**src/rtl/digest_serializer_32to8b_pkg.sv**
```systemverilog
// Shared constants, FSM state type and byte-select helper for the digest serializer.
package digest_serializer_32to8b_pkg;

    typedef enum logic [1:0] {
        ST_IDLE = 2'd0,
        ST_SEND = 2'd1,
        ST_DONE = 2'd2
    } state_t;

    localparam int unsigned DIGEST_WORDS   = 8;
    localparam int unsigned BYTES_PER_WORD = 4;

    // Big-endian byte pick: index 0 is the most significant byte.
    function automatic logic [7:0] word_byte(input logic [31:0] word, input logic [1:0] idx);
        logic [7:0] b;
        case (idx)
            2'd0:    b = word[31:24];
            2'd1:    b = word[23:16];
            2'd2:    b = word[15:8];
            default: b = word[7:0];
        endcase
        return b;
    endfunction

endpackage

```
**src/rtl/digest_serializer_32to8b_if.sv**
```systemverilog
// Word write port plus byte-wide valid/ready output stream of the digest serializer.
interface digest_serializer_32to8b_if;
    logic        wr_en;
    logic [2:0]  wr_addr;
    logic [31:0] wr_data;
    logic        start;
    logic [7:0]  out_data;
    logic        out_valid;
    logic        out_ready;
    logic        busy;
    logic        done;

    modport master (
        output wr_en, wr_addr, wr_data, start, out_ready,
        input  out_data, out_valid, busy, done
    );

    modport slave (
        input  wr_en, wr_addr, wr_data, start, out_ready,
        output out_data, out_valid, busy, done
    );
endinterface

```
**src/rtl/digest_serializer_32to8b.sv**
```systemverilog
// Holds the final hash words and streams them out MSB-first, one byte per handshake.
module digest_serializer_32to8b
    import digest_serializer_32to8b_pkg::*;
#(
    parameter int unsigned NUM_WORDS = DIGEST_WORDS,
    parameter int unsigned CNT_W     = 5
) (
    input logic                      clk,
    input logic                      rst,
    digest_serializer_32to8b_if.slave bus
);

    localparam int unsigned      NUM_BYTES = NUM_WORDS * BYTES_PER_WORD;
    localparam logic [CNT_W-1:0] LAST_BYTE = CNT_W'(NUM_BYTES - 1);

    state_t           state;
    logic [CNT_W-1:0] byte_cnt;
    logic [31:0]      words [NUM_WORDS];
    logic             valid_q;
    logic             busy_q;
    logic             done_q;
    logic             wr_ok;
    logic             handshake;
    logic [CNT_W-3:0] word_sel;
    logic [7:0]       byte_q;

    // Storage is writable only while idle, so a stream always sees a frozen digest.
    assign wr_ok     = bus.wr_en && (state == ST_IDLE) && (32'(bus.wr_addr) < NUM_WORDS);
    assign handshake = valid_q && bus.out_ready;
    assign word_sel  = byte_cnt[CNT_W-1:2];

    always_ff @(posedge clk) begin
        if (!rst) begin
            for (int unsigned i = 0; i < NUM_WORDS; i++) begin
                words[i] <= '0;
            end
        end else if (wr_ok) begin
            words[bus.wr_addr] <= bus.wr_data;
        end
    end

    always_ff @(posedge clk) begin
        if (!rst) begin
            state    <= ST_IDLE;
            byte_cnt <= '0;
            valid_q  <= 1'b0;
            busy_q   <= 1'b0;
            done_q   <= 1'b0;
        end else begin
            case (state)
                ST_IDLE: begin
                    if (bus.start) begin
                        state    <= ST_SEND;
                        byte_cnt <= '0;
                        valid_q  <= 1'b1;
                        busy_q   <= 1'b1;
                    end
                end
                ST_SEND: begin
                    if (handshake) begin
                        if (byte_cnt == LAST_BYTE) begin
                            state    <= ST_DONE;
                            byte_cnt <= '0;
                            valid_q  <= 1'b0;
                            done_q   <= 1'b1;
                        end else begin
                            byte_cnt <= byte_cnt + 1'b1;
                        end
                    end
                end
                ST_DONE: begin
                    state  <= ST_IDLE;
                    done_q <= 1'b0;
                    busy_q <= 1'b0;
                end
                default: begin
                    state    <= ST_IDLE;
                    byte_cnt <= '0;
                    valid_q  <= 1'b0;
                    busy_q   <= 1'b0;
                    done_q   <= 1'b0;
                end
            endcase
        end
    end

    always_comb begin
        byte_q = '0;
        if (valid_q) begin
            byte_q = word_byte(words[word_sel], byte_cnt[1:0]);
        end
    end

    assign bus.out_data  = byte_q;
    assign bus.out_valid = valid_q;
    assign bus.busy      = busy_q;
    assign bus.done      = done_q;

endmodule

```
**src/flat_wrapper.sv**
```systemverilog
// flat-port wrapper written by rule: the top's interface ports become plain ports
module digest_serializer_32to8b_flat import digest_serializer_32to8b_pkg::*;
#(
    parameter int unsigned NUM_WORDS = DIGEST_WORDS,
    parameter int unsigned CNT_W     = 5
)
  (clk, rst, bus_wr_en, bus_wr_addr, bus_wr_data, bus_start, bus_out_ready, bus_out_data, bus_out_valid, bus_busy, bus_done);
  digest_serializer_32to8b_if bus_i ();
  input logic clk;
  input logic rst;
  input wire logic [$bits(bus_i.wr_en)-1:0] bus_wr_en;
  input wire logic [$bits(bus_i.wr_addr)-1:0] bus_wr_addr;
  input wire logic [$bits(bus_i.wr_data)-1:0] bus_wr_data;
  input wire logic [$bits(bus_i.start)-1:0] bus_start;
  input wire logic [$bits(bus_i.out_ready)-1:0] bus_out_ready;
  output wire logic [$bits(bus_i.out_data)-1:0] bus_out_data;
  output wire logic [$bits(bus_i.out_valid)-1:0] bus_out_valid;
  output wire logic [$bits(bus_i.busy)-1:0] bus_busy;
  output wire logic [$bits(bus_i.done)-1:0] bus_done;
  assign bus_i.wr_en = bus_wr_en;
  assign bus_i.wr_addr = bus_wr_addr;
  assign bus_i.wr_data = bus_wr_data;
  assign bus_i.start = bus_start;
  assign bus_i.out_ready = bus_out_ready;
  assign bus_out_data = bus_i.out_data;
  assign bus_out_valid = bus_i.out_valid;
  assign bus_busy = bus_i.busy;
  assign bus_done = bus_i.done;
  digest_serializer_32to8b #(.NUM_WORDS(NUM_WORDS), .CNT_W(CNT_W)) u_core (.clk(clk), .rst(rst), .bus(bus_i));
endmodule
```
**config.mk**
```make
export PLATFORM = sky130hd
export DESIGN_NAME = digest_serializer_32to8b_flat
export DESIGN_NICKNAME = d
export VERILOG_FILES = /design/src/rtl/digest_serializer_32to8b_pkg.sv /design/src/rtl/digest_serializer_32to8b_if.sv /design/src/rtl/digest_serializer_32to8b.sv /design/src/flat_wrapper.sv
export SDC_FILE = /design/constraint.sdc
export NUM_CORES = 1
export LEC_CHECK = 0
export CORE_ASPECT_RATIO = 0.5
export CORE_MARGIN = 2
export CORE_UTILIZATION = 55
export CTS_CLUSTER_DIAMETER = 100
export DETAILED_ROUTE_END_ITERATION = 8
export MAX_ROUTING_LAYER = met4
export PLACE_DENSITY = 0.79
export SKIP_LAST_GASP = 1
export SYNTH_ARGS = -nofsm -noshare
export SYNTH_HDL_FRONTEND = slang
export SYNTH_SLANG_ARGS = --single-unit
```
**constraint.sdc**
```tcl
create_clock -name clk -period 4.3 [get_ports clk]
set_input_delay 0.43 -clock clk [delete_from_list [all_inputs] [get_ports clk]]
set_output_delay 0.43 -clock clk [all_outputs]
set_load 0.02 [all_outputs]
```
==> results_tabular.tex <==
\begin{tabular}{lr}
\hline
Metric & Value \\
\hline
\multicolumn{2}{l}{\textbf{Drt}} \\
Wirelength, routed & $\sim$29000 microns \\
Vias per Instance & about 6 \\
Via count & 7001 \\
Drt pass-1 iters & 5 \\
Routed Antenna Nets & 0 \\
Remaining routing DRC violations & 0 \\
Detailed-route wire length per cell & 25.10 microns \\
Drt first-iter violations & $\sim$850 \\
\multicolumn{2}{l}{\textbf{Clock network}} \\
Cell chosen for the clock root & sky130\_fd\_sc\_hd\_\_clkbuf\_16 \\
Number of buffers created by CTS & 24 \\
Number of gates given a new drive strength after cts & 0 \\
Clock latency on the worst-skew pair & about 0.52 ns \\
Number of clock sinks & around 270 \\
H-tree depth & 1 \\
Clock tree from TritonCTS & built \\
Post-CTS Hold Buffers & 0 \\
Clock transition at path regs & around 0.070 ns \\
Number of buffers between clock root and the deepest sink & 3 \\
Post-CTS setup buffer count & 0 \\
\multicolumn{2}{l}{\textbf{Die}} \\
Core outline area & approximately 22000 sq um \\
Starting utilization of the core area & 56.09\% \\
DIE HEIGHT & 109.0 microns \\
IO Count & 51 \\
Row count & 38 \\
Die area & roughly 23000 sq um \\
Die X & around 210 microns \\
\multicolumn{2}{l}{\textbf{Synthesis}} \\
Cell type with the highest aggregate area in the netlist & sky130\_fd\_sc\_hd\_\_edfxtp\_1 \\
Synthesized Nets & between 800 and 900 \\
Synthesized instance count & $\sim$800 \\
Syn. warnings & 0 \\
Synth top area cells & sky130\_fd\_sc\_hd\_\_edfxtp\_1 63\%, sky130\_fd\_sc\_hd\_\_and2\_1 13\%, sky130\_fd\_sc\_hd\_\_mux4\_2 11\% \\
Sequential area share after synthesis & between 60 and 70\% \\
Netlist area before placement & 12130 sq um \\
Fraction of post-synthesis cell area in the top cell type by area & a little under two thirds \\
Cell variety after synth & 38 \\
Per-instance average area after synthesis & roughly 15 sq um \\
Flip-flop and latch count after synthesis & 269 \\
\multicolumn{2}{l}{\textbf{Setup path}} \\
Critical Setup Path Class & flip-flop to primary output \\
Data required time at the worst endpoint & 3.87 ns \\
Worst-path maximum fanout & 20 \\
Data arrival, critical path & approximately 3.3 ns \\
CP endpoint kind & primary output \\
Category of the worst setup path launch point & flip-flop \\
\multicolumn{2}{l}{\textbf{Power}} \\
Sequential group share of total power & between 50 and 60\% \\
Reported leakage power & 4.835 nW \\
Comb pwr share & 6.1\% \\
Switching portion of total power & 21.48\% \\
IR Drop Worst-Case VDD & $\sim$0.28 mV \\
Power share of the clock group & between 30\% and 40\% \\
Internal Dissipation & between 4 and 5 mW \\
Switching Power & roughly 1.2 mW \\
Power density over the cells & about 400 nW/um\^{}2 \\
\multicolumn{2}{l}{\textbf{STA}} \\
Final Max Tran Viols & 0 \\
Minimum clock period & 3.682 ns \\
Final setup violation count & 0 \\
Unrepaired setup endpoints after global routing & no \\
Final worst setup slack & slightly above 0.6 ns \\
Actual transition at the worst max-transition pin & about 0.83 ns \\
Max\_slew headroom & around 45\% \\
Final setup skew & 0.01658 ns \\
Top achievable clock speed & 0.2716 GHz \\
Hold violation count in the final report & 0 \\
Period utilization & 85.63\% \\
Total negative slack for setup checks & 0 ns \\
\multicolumn{2}{l}{\textbf{Layout}} \\
Area of the multi-input gates & 4031 sq um \\
Layout filler cell count & 1468 \\
Sequential standard cell area & 7954 sq um \\
Proportion of layout cells with a drive suffix above 1 & between 10\% and 20\% \\
Layout overhead on the synthesized area & 14.29\% \\
Antenna fix cells & 0 \\
Final-stage net count & $\sim$890 \\
\multicolumn{2}{l}{\textbf{Placed design}} \\
Number of port buffers & 50 \\
Weighted congestion reported at the end of routability-driven placement & 0.8136 \\
Dpl ws & about 0.96 ns \\
DPL Wire Length & roughly 17000 microns \\
\multicolumn{2}{l}{\textbf{Hold path}} \\
Hold Crit Class & flip-flop to flip-flop \\
\multicolumn{2}{l}{\textbf{GRT}} \\
Global-route wire length before repair & about 44000 microns \\
Total congestion overflow after global routing & 0 \\
GR Util All Layers & between 20\% and 30\% \\
Initial antenna violation count & 1 \\
Number of global-route vias before repair & around 7300 \\
Pin count of the biggest net entering global routing & 33 \\
\multicolumn{2}{l}{\textbf{Outcome}} \\
Status & finished clean \\
\multicolumn{2}{l}{\textbf{Run}} \\
Number of max-cap violations & 0 \\
\hline
\end{tabular}
-- flip-flops by register name, indices dropped and copies added, names as in the netlist, named ones only --
signal                flops
u_core.words            256
u_core.bus.busy           1
u_core.state              2
u_core.byte_cnt           5
u_core.bus.done           1
u_core.bus.out_valid      1
-- cell families (layout without fill, tap and decap cells) --
family / count (synthesis) / after routing / share of synthesized area, %
and+or+nand+nor: 304 / 304 / 15.63
DFF: 269 / 269 / 65.50
AOI/OAI and AO/OA: 79 / 79 / 3.764
muxes: 79 / 79 / 12.54
buffers and inverters: 56 / 128 / 1.980
adders and majority gates: 5 / 5 / 0.5156
xor gates and xnor gates: 1 / 1 / 0.07219
-- cells in the final DEF (no fill, tap or decap), drive strengths merged, types with 5 or more instances in the layout --
cell,n
nand3,11
clkbuf,33
clkinv,9
and2,258
a22oi,8
mux2i,8
mux4,57
dfxtp,13
nand2b,8
clkdlybuf4s50,50
o21ai,31
o22ai,9
ha,5
edfxtp,256
o21a,8
a21oi,19
buf,30
mux2,14
nor2,9
-- layout make-up --
type | count | share of cell area [%]
timing repair buffer | 80 | 5.503
tap | 300 | 2.707
inverter | 5 | 0.1353
clock buffer | 33 | 4.728
clock inverter | 10 | 0.5052
multi-input combinational | 468 | 29.07
sequential | 269 | 57.35
-- stage by stage --
| stage | power (mW) | area, sq um | cells | hold slack [ns] | util [%] |
|---|---|---|---|---|---|
| after global routing | 5.528 | 13870 | 1165 | 0.4777 | 64.11 |
| after floorplan | 3.218 | 12130 | 793 | 0.4648 | - |
| final | 5.392 | 13870 | 1165 | 0.4540 | 64.11 |
| after detailed placement | 3.397 | 13140 | 1122 | 0.4423 | 60.75 |
| after CTS | 5.401 | 13870 | 1165 | 0.4527 | 64.11 |
| after global placement | 3.380 | 13140 | 1122 | 0.4344 | 60.75 |
-- cells in the mapped netlist, drive strengths merged --
cell type and n:
and2 258, edfxtp 256, mux4 57, clkbuf 35, o21ai 31, a21oi 19, buf 16, mux2 14
dfxtp 13, nand3 11, nor2 9, o22ai 9, a22oi 8, mux2i 8, nand2b 8, o21a 8
ha 5, inv 4, nand2 4, a21boi 2, and3 2, nand4b 2, nor2b 2, nor3 2
or3 2, or4b 2, a211oi 1, a21o 1, and4b 1, clkinv 1, nand3b 1, xnor2 1
-- critical path, cell delays in order, from the launching register on --
cell and delay, ns:
sky130_fd_sc_hd__dfxtp_2 0.82, sky130_fd_sc_hd__buf_4 0.34, sky130_fd_sc_hd__nand2b_1 0.24, sky130_fd_sc_hd__o21ai_0 0.12
sky130_fd_sc_hd__o21ai_0 0.35, sky130_fd_sc_hd__o21a_1 0.21, sky130_fd_sc_hd__clkdlybuf4s50_1 0.63
-- power groups by stage --
stage | clock network (mW) | logic, mW | registers (mW)
finish | 2.04 | 0.329 | 3.02
floorplan | 0 | 0.152 | 3.07
detailed placement | 0 | 0.325 | 3.07
global route | 2.15 | 0.348 | 3.03
CTS | 2.06 | 0.328 | 3.02
global placement | 0 | 0.318 | 3.06
-- final timing paths --
path	to	slack, ns	from	cells past startpoint
worst max-delay path	bus_out_data[0]	0.62	flip-flop	6
worst min-delay path	u_core.bus.busy$_SDFFE_PN0P_	0.45	u_core.bus.busy$_SDFFE_PN0P_	2
worst max register to register	u_core.words[0][5]$_SDFFCE_PN0P_	1.77	u_core.state[1]$_SDFFE_PN0P_	5
worst min register to register	u_core.bus.busy$_SDFFE_PN0P_	0.45	u_core.bus.busy$_SDFFE_PN0P_	2
-- metal layers --
metal  vias up  GRT usage, %  part of all wire, %
met3        46         5.160                  8.6
met5         -             -                    0
met4         0         7.093                  1.8
met1      3572         33.06                   40
li1       3048             -                    -
met2       335         44.90                   50
No activity file was read; power rests on OpenSTA's default activity.
